**config.mk**
```make
export PLATFORM = sky130hd
export DESIGN_NAME = alu_mult_sequencer
export DESIGN_NICKNAME = d
export VERILOG_FILES = /design/src/rtl/alu_mult_sequencer.sv
export SDC_FILE = /design/constraint.sdc
export NUM_CORES = 1
export LEC_CHECK = 0
export ABC_CLOCK_PERIOD_IN_PS = 6000
export BUFFER_PORTS_ARGS = -buffer_cell sky130_fd_sc_hd__buf_2
export CORE_MARGIN = 4
export CORE_UTILIZATION = 45
export DETAILED_ROUTE_END_ITERATION = 10
export PLACE_DENSITY = 0.68
export SLEW_MARGIN = 20
export SYNTH_ARGS = -nofsm -noshare
export SYNTH_HDL_FRONTEND = slang
export SYNTH_SLANG_ARGS = --single-unit
```
**constraint.sdc**
```tcl
create_clock -name clk_i -period 6 [get_ports clk_i]
set_input_delay 0.6 -clock clk_i [delete_from_list [all_inputs] [get_ports clk_i]]
set_output_delay 0.6 -clock clk_i [all_outputs]
set_load 0.005 [all_outputs]
```
**src/rtl/alu_mult_sequencer.sv**
```systemverilog
// Shift-and-add N x N -> 2N multiplier that drives an external combinational ALU.
// Optional SIGNED_MULT_EN: two's-complement operands via magnitude multiply plus a two-pass negate.
module alu_mult_sequencer #(
    parameter int N = 32
) (
    input  logic           clk_i,
    input  logic           rst_i,
    input  logic           start_i,
    input  logic [N-1:0]   a_i,
    input  logic [N-1:0]   b_i,
    output logic           busy_o,
    output logic           done_o,
    output logic [2*N-1:0] product_o,
    output logic [N-1:0]   alu_a_o,
    output logic [N-1:0]   alu_b_o,
    output logic           alu_c_o,
    output logic           alu_invert_o,
    output logic           alu_less_o,
    output logic [2:0]     alu_operacion_o,
    input  logic [N-1:0]   alu_resultado_i,
    input  logic           alu_c_i
);
    localparam int CW = $clog2(N);

    typedef enum logic [2:0] {
        IDLE   = 3'd0,
        RUN    = 3'd1,
        DONE   = 3'd2
`ifdef SIGNED_MULT_EN
        ,
        NEG_LO = 3'd3,
        NEG_HI = 3'd4
`endif
    } state_t;

    state_t          state_q, state_d;
    logic [N-1:0]    p_hi_q, p_hi_d;
    logic [N-1:0]    p_lo_q, p_lo_d;
    logic [N-1:0]    mcand_q, mcand_d;
    logic [CW-1:0]   count_q, count_d;
    logic [2*N-1:0]  product_q, product_d;
    logic [N-1:0]    a_mag, b_mag;
    logic            last_pass;

`ifdef SIGNED_MULT_EN
    logic neg_q, neg_d;
    logic carry_q, carry_d;

    // The most-negative value negates to itself, which is its correct unsigned magnitude.
    assign a_mag = a_i[N-1] ? (~a_i + N'(1)) : a_i;
    assign b_mag = b_i[N-1] ? (~b_i + N'(1)) : b_i;
`else
    assign a_mag = a_i;
    assign b_mag = b_i;
`endif

    assign last_pass = (count_q == CW'(N - 1));

    always_ff @(posedge clk_i or posedge rst_i) begin
        if (rst_i) begin
            state_q   <= IDLE;
            p_hi_q    <= '0;
            p_lo_q    <= '0;
            mcand_q   <= '0;
            count_q   <= '0;
            product_q <= '0;
`ifdef SIGNED_MULT_EN
            neg_q     <= 1'b0;
            carry_q   <= 1'b0;
`endif
        end else begin
            state_q   <= state_d;
            p_hi_q    <= p_hi_d;
            p_lo_q    <= p_lo_d;
            mcand_q   <= mcand_d;
            count_q   <= count_d;
            product_q <= product_d;
`ifdef SIGNED_MULT_EN
            neg_q     <= neg_d;
            carry_q   <= carry_d;
`endif
        end
    end

    always_comb begin
        state_d      = state_q;
        p_hi_d       = p_hi_q;
        p_lo_d       = p_lo_q;
        mcand_d      = mcand_q;
        count_d      = count_q;
        alu_a_o      = '0;
        alu_b_o      = '0;
        alu_c_o      = 1'b0;
        alu_invert_o = 1'b0;
`ifdef SIGNED_MULT_EN
        neg_d        = neg_q;
        carry_d      = carry_q;
`endif
        case (state_q)
            IDLE: begin
                if (start_i) begin
                    mcand_d = a_mag;
                    p_lo_d  = b_mag;
                    p_hi_d  = '0;
                    count_d = '0;
`ifdef SIGNED_MULT_EN
                    neg_d   = a_i[N-1] ^ b_i[N-1];
`endif
                    state_d = RUN;
                end
            end
            RUN: begin
                alu_a_o = p_hi_q;
                alu_b_o = p_lo_q[0] ? mcand_q : '0;
                // ALU carry-out becomes the new top bit so no partial-sum bit is dropped.
                {p_hi_d, p_lo_d} = {alu_c_i, alu_resultado_i, p_lo_q[N-1:1]};
                count_d = count_q + CW'(1);
                if (last_pass) begin
`ifdef SIGNED_MULT_EN
                    state_d = neg_q ? NEG_LO : DONE;
`else
                    state_d = DONE;
`endif
                end
            end
`ifdef SIGNED_MULT_EN
            NEG_LO: begin
                alu_b_o      = p_lo_q;
                alu_invert_o = 1'b1;
                alu_c_o      = 1'b1;
                p_lo_d       = alu_resultado_i;
                carry_d      = alu_c_i;
                state_d      = NEG_HI;
            end
            NEG_HI: begin
                alu_b_o      = p_hi_q;
                alu_invert_o = 1'b1;
                alu_c_o      = carry_q;
                p_hi_d       = alu_resultado_i;
                state_d      = DONE;
            end
`endif
            DONE: begin
                state_d = IDLE;
            end
            default: begin
                state_d = IDLE;
            end
        endcase
    end

    assign product_d = (state_d == DONE && state_q != DONE) ? {p_hi_d, p_lo_d} : product_q;

    assign busy_o          = (state_q != IDLE) && (state_q != DONE);
    assign done_o          = (state_q == DONE);
    assign product_o       = product_q;
    assign alu_less_o      = 1'b0;
    assign alu_operacion_o = 3'b010;
endmodule
```
### After elaboration in Yosys (flattened, before gate mapping)

Index checks and enable logic that the tools add are counted.

* div/mod/pow operators: 0
* $add $sub $neg: 1
* order comparisons: 0
* shift operators: 0
* muxes and demuxes: 12
* equal/unequal tests: 6
* reduce and logical (&&, ||, !) cells: 7
* bitwise operators: 0
* $mul: 0

Operators by type and width (number)
* $mux 32: 5
* $pmux 32 s2: 2
* $pmux 5 s2: 1
* $eq 3x2->1 const B: 2
* $mux 3: 2
* $pmux 3 s2: 1
* $add 5x1->5 const B: 1
* $eq 5x5->1 const B: 1
* $mux 5: 1
* $reduce_and 2->1: 2
* $eq 3x1->1 const B: 1
* $logic_not 3->1: 1
* $ne 3x2->1 const B: 1
* $reduce_bool 3->1: 1
* $logic_and 1x1->1: 2
* $ne 2x2->1 const B: 1
* $reduce_bool 2->1: 1

* register bits: 168
* memories kept: 0
* ROM bits: 0
* logic and storage cells: 32
* RAM bits: 0
* latch bits: 0
* output and inout bits: 136

### Longest topological paths before layout

* word-level depth: 5
* gate-level depth with buffers: 7

### Worst setup path after synthesis

OpenSTA, ideal clock, no wires.

* path type: register to output
* from: reg state_q[2]
* to: out alu_a_o[0]
* setup slack: 4006 ps
* required time: 5400 ps
* stages on the path, launching flop included: 5
* arrival: 1394 ps
* cells stage by stage: dfrtp_1 -> nor3b_2 -> clkbuf_1 -> buf_1 -> and2_1

* longest elaborated chain between the ends: 2

Ends and longest elaborated chain
* start, declared: line 36 `state_t state_q, state_d;`
* start signal, assigned: line 72 `state_q <= state_d;`
* $eq 3x1->1: line 99 `case (state_q)`
* $mux 32: line 99
* end, declared: line 14 `output logic [N-1:0] alu_a_o,`

No other way between the ends.

### Final worst setup path

* from: reg state_q[0]
* to: out alu_a_o[27]

Same word-level chain as after synthesis.

==> results.toml <==
[run_status]
result_of_the_run = "complete, no violations"

[logic_synthesis]
synth-warning-count = 0
post_synth_main_area_contributors = "sky130_fd_sc_hd__dfrtp_1, sky130_fd_sc_hd__mux2_2, sky130_fd_sc_hd__a22o_1"
count_of_flip_flops_with_a_built_in_enable_after_synthesis = 0
synth_seq_area_share_pct = 58.15
share_of_async_settable_or_async_resettable_flops_after_synthesis_pct = 100.0
yosysMostFrequentCell = "sky130_fd_sc_hd__dfrtp_1"
synth.largest_area_cell = "sky130_fd_sc_hd__dfrtp_1"
synth_ff_type = "sky130_fd_sc_hd__dfrtp_1"
postSynthCellCount = 568
ys_seq_elements = 168
summed_instance_area_of_the_synthesized_netlist_sq_mm = 0.007229
post-synth-top-area-fraction_pct = 58.15
synth_cell_types = 31
synth_commonest_cells = "sky130_fd_sc_hd__dfrtp_1, sky130_fd_sc_hd__mux2_2, sky130_fd_sc_hd__a22o_1"
post_synth.cell_area_avg_sq_um = 12.73

[final_layout]
nNetsFinal = 875
layout-area-overhead-vs-synth_pct = 25.56
post_route_cells_drive_above_1_share_pct = 46.82
final_cell_count_no_fill = 1002
utilization_pct = 57.35
antennaDiodeCount = 0

[job]
drv_cap = 0

[worst_setup_path]
cp_data_arrival_time_ns = 2.61
worstPathCellList = "nor3b_4 > buf_6 > and2_1 > buf_2"
critical_path.reg2reg.startpoint = "state_q[0]"
startpoint_type = "flip-flop"
worst-setup-path-type = "flip-flop to primary output"
crit_path_start = "state_q[0]"
cp_data_required_time_ns = 5.40
worstPathMaxFanout = 131
path_delay_family = "flip-flops"
path_buf_inv = 2
critical-path-slowest-cell = "sky130_fd_sc_hd__dfrtp_2"
worstSetupEndpointType = "primary output"
critPathMaxStageDelay_ns = 0.77

[sta]
fin_skew_ns = 0.007207
final_max_slew_viol_count = 0
totalNegativeSetupSlack_ns = 0
slew-limit-headroom_pct = 30.59
period_minus_slack_ns = 3.212
fin_hold_ws_ns = 0.3390
grt_setup_unrepaired = "no"
tightestPinTransition_ns = 1.037
clock.fmax_ghz = 0.3113
final_critical_path_share_of_the_clock_period_pct = 53.54
setup_violations = 0
number_of_hold_violations_in_the_final_report = 0

[clock_network]
post_cts_hold_buffer_count = 0
clock_sinks = 168
insertion_delay_ns = 0.42
cts-htree-levels = 4
cts.root.buffer_cell = "sky130_fd_sc_hd__clkbuf_16"
tritoncts = "done"
maximum_root_to_sink_buffer_count = 2
tritoncts.num_buffers = 17
cts_repair_resize_count = 0
cts_setup_buffers = 0
cts.reportedPaths.clkPinSlew_ns = 0.06

[detailed_routing]
total_wirelength_um = 17510
route.detailed.vias_per_inst = 5.269
final_antenna_net_count = 0
detailroute.via_count = 5280
wl_per_cell_um = 17.47
drc = 0
dr.first_iter.drc_count = 281
number_of_iterations_in_the_first_detailed_routing_pass = 5

[min_path]
min-delay-path-class = "primary input to async pin"

[global_routing]
grt_use_met3_pct = 4.993
first_global_vias = 5275
grt_remaining_overflow = 0
gr-usage-met2_pct = 30.91
track_usage_pct = 19.14
grt_start_max_net_pins = 132
grt_pass1_wl_um = 27740
grt_most_used_layer = "met2"
globalRouteMet1Util_pct = 25.30
antenna_found_initial = 1

[floorplanning]
die_area_sq_mm = 0.01816
core_area_sq_mm = 0.01583
start_util_pct = 45.68
die_y_um = 134.8
rows = 46
die_w_um = 134.8
ioPinCount = 236

[pwr]
power_leakage_nw = 4.783
power_mw = 2.843
peakVddDrop_uv = 182.8
total_power_divided_by_cell_area_mw_per_mm2 = 313.2

[placed_design]
placed_instance_count = 970
routabilityCongestion = 0.7505
portbufs = 229
hpwl_dp_um = 11880
[layout make-up]
| cell class | instances | area [sq um] |
|---|---|---|
| clock inverters | 11 | 146.4 |
| clock buffers | 21 | 460.4 |
| repair buffers | 236 | 1202 |
| flip-flops and latches | 168 | 4205 |
| fillers | 1343 | 6750 |
| multi-input cells | 348 | 2780 |
| inverters | 2 | 12.51 |
| well taps | 216 | 270.3 |
[layout by cell type (no fill, tap or decap), types with 2 or more instances in the layout]
| master | synthesis | layout |
|---|---|---|
| sky130_fd_sc_hd__bufinv_16 | 0 | 3 |
| sky130_fd_sc_hd__buf_2 | 6 | 229 |
| sky130_fd_sc_hd__a21oi_1 | 2 | 2 |
| sky130_fd_sc_hd__mux2_2 | 94 | 94 |
| sky130_fd_sc_hd__inv_6 | 0 | 2 |
| sky130_fd_sc_hd__clkbuf_1 | 30 | 2 |
| sky130_fd_sc_hd__nor2b_1 | 31 | 31 |
| sky130_fd_sc_hd__mux2_1 | 3 | 3 |
| sky130_fd_sc_hd__a22oi_1 | 31 | 31 |
| sky130_fd_sc_hd__clkbuf_16 | 0 | 17 |
| sky130_fd_sc_hd__clkinv_4 | 0 | 2 |
| sky130_fd_sc_hd__clkinvlp_4 | 0 | 2 |
| sky130_fd_sc_hd__clkinv_2 | 0 | 3 |
| sky130_fd_sc_hd__nor3b_4 | 1 | 2 |
| sky130_fd_sc_hd__and3_1 | 33 | 33 |
| sky130_fd_sc_hd__buf_4 | 11 | 6 |
| sky130_fd_sc_hd__and2_1 | 33 | 32 |
| sky130_fd_sc_hd__ha_1 | 2 | 2 |
| sky130_fd_sc_hd__conb_1 | 2 | 7 |
| sky130_fd_sc_hd__clkbuf_8 | 0 | 2 |
| sky130_fd_sc_hd__dfrtp_1 | 168 | 167 |
| sky130_fd_sc_hd__a31oi_1 | 31 | 31 |
| sky130_fd_sc_hd__o21ai_0 | 33 | 32 |
| sky130_fd_sc_hd__a22o_1 | 35 | 35 |
[where the power goes]
group,switching (mW),internal (mW),leakage (nW),total (mW)
clock,0.440,0.678,0.293,1.12
combinational,0.154,0.182,2.31,0.336
sequential,0.122,1.27,2.18,1.39
[kinds of logic after synthesis]
kind of cell | Yosys count | synth area share (%)
simple gates | 107 | 9.433
buf+inv | 57 | 3.946
xor+xnor | 1 | 0.1212
compound gates | 134 | 12.79
flops | 168 | 58.15
fa+ha+maj | 2 | 0.3461
other cells | 2 | 0.1039
mux | 97 | 15.11
[stage by stage]
| step | cell area [sq um] | setup WS (ns) |
|---|---|---|
| 5_1_grt | 9077 | 2.623 |
| 3_3_place_gp | 8466 | 2.748 |
| 4_1_cts | 9072 | 2.221 |
| 6_report | 9077 | 2.788 |
| 3_5_place_dp | 8466 | 2.670 |
| 2_1_floorplan | 7248 | 0.8533 |
[layer usage]
layer  vias up  routed length, um
li1       2463                  -
met1      2601               7554
met2       190               8441
met3        24               1212
met4         2                286
met5         -                 13
[flip-flops by register name, summed over array words and instances, names as in the netlist]
name and cells:
product_o 64, mcand_q 32, p_hi_q 32, p_lo_q 32
count_q 5, state_q 3
[worst register-to-register path, cell delays in order (launching register included)]
cell	delay [ns]
sky130_fd_sc_hd__dfrtp_2	0.77
sky130_fd_sc_hd__nor3b_4	0.31
sky130_fd_sc_hd__and2_2	0.56
sky130_fd_sc_hd__buf_4	0.61
sky130_fd_sc_hd__mux2_2	0.43
[path summary, 6_finish.rpt]
kind,slack [ns],end,cells after the start
max,2.79,alu_a_o[27],4
min,0.34,product_o[47],2
max reg2reg,3.21,product_o[22],4
min reg2reg,0.48,mcand_q[2],1
max in group asynchronous,4.14,p_hi_q[12],3
min in group clk_i,0.40,mcand_q[3],2
No activity file was read; power rests on OpenSTA's default activity.
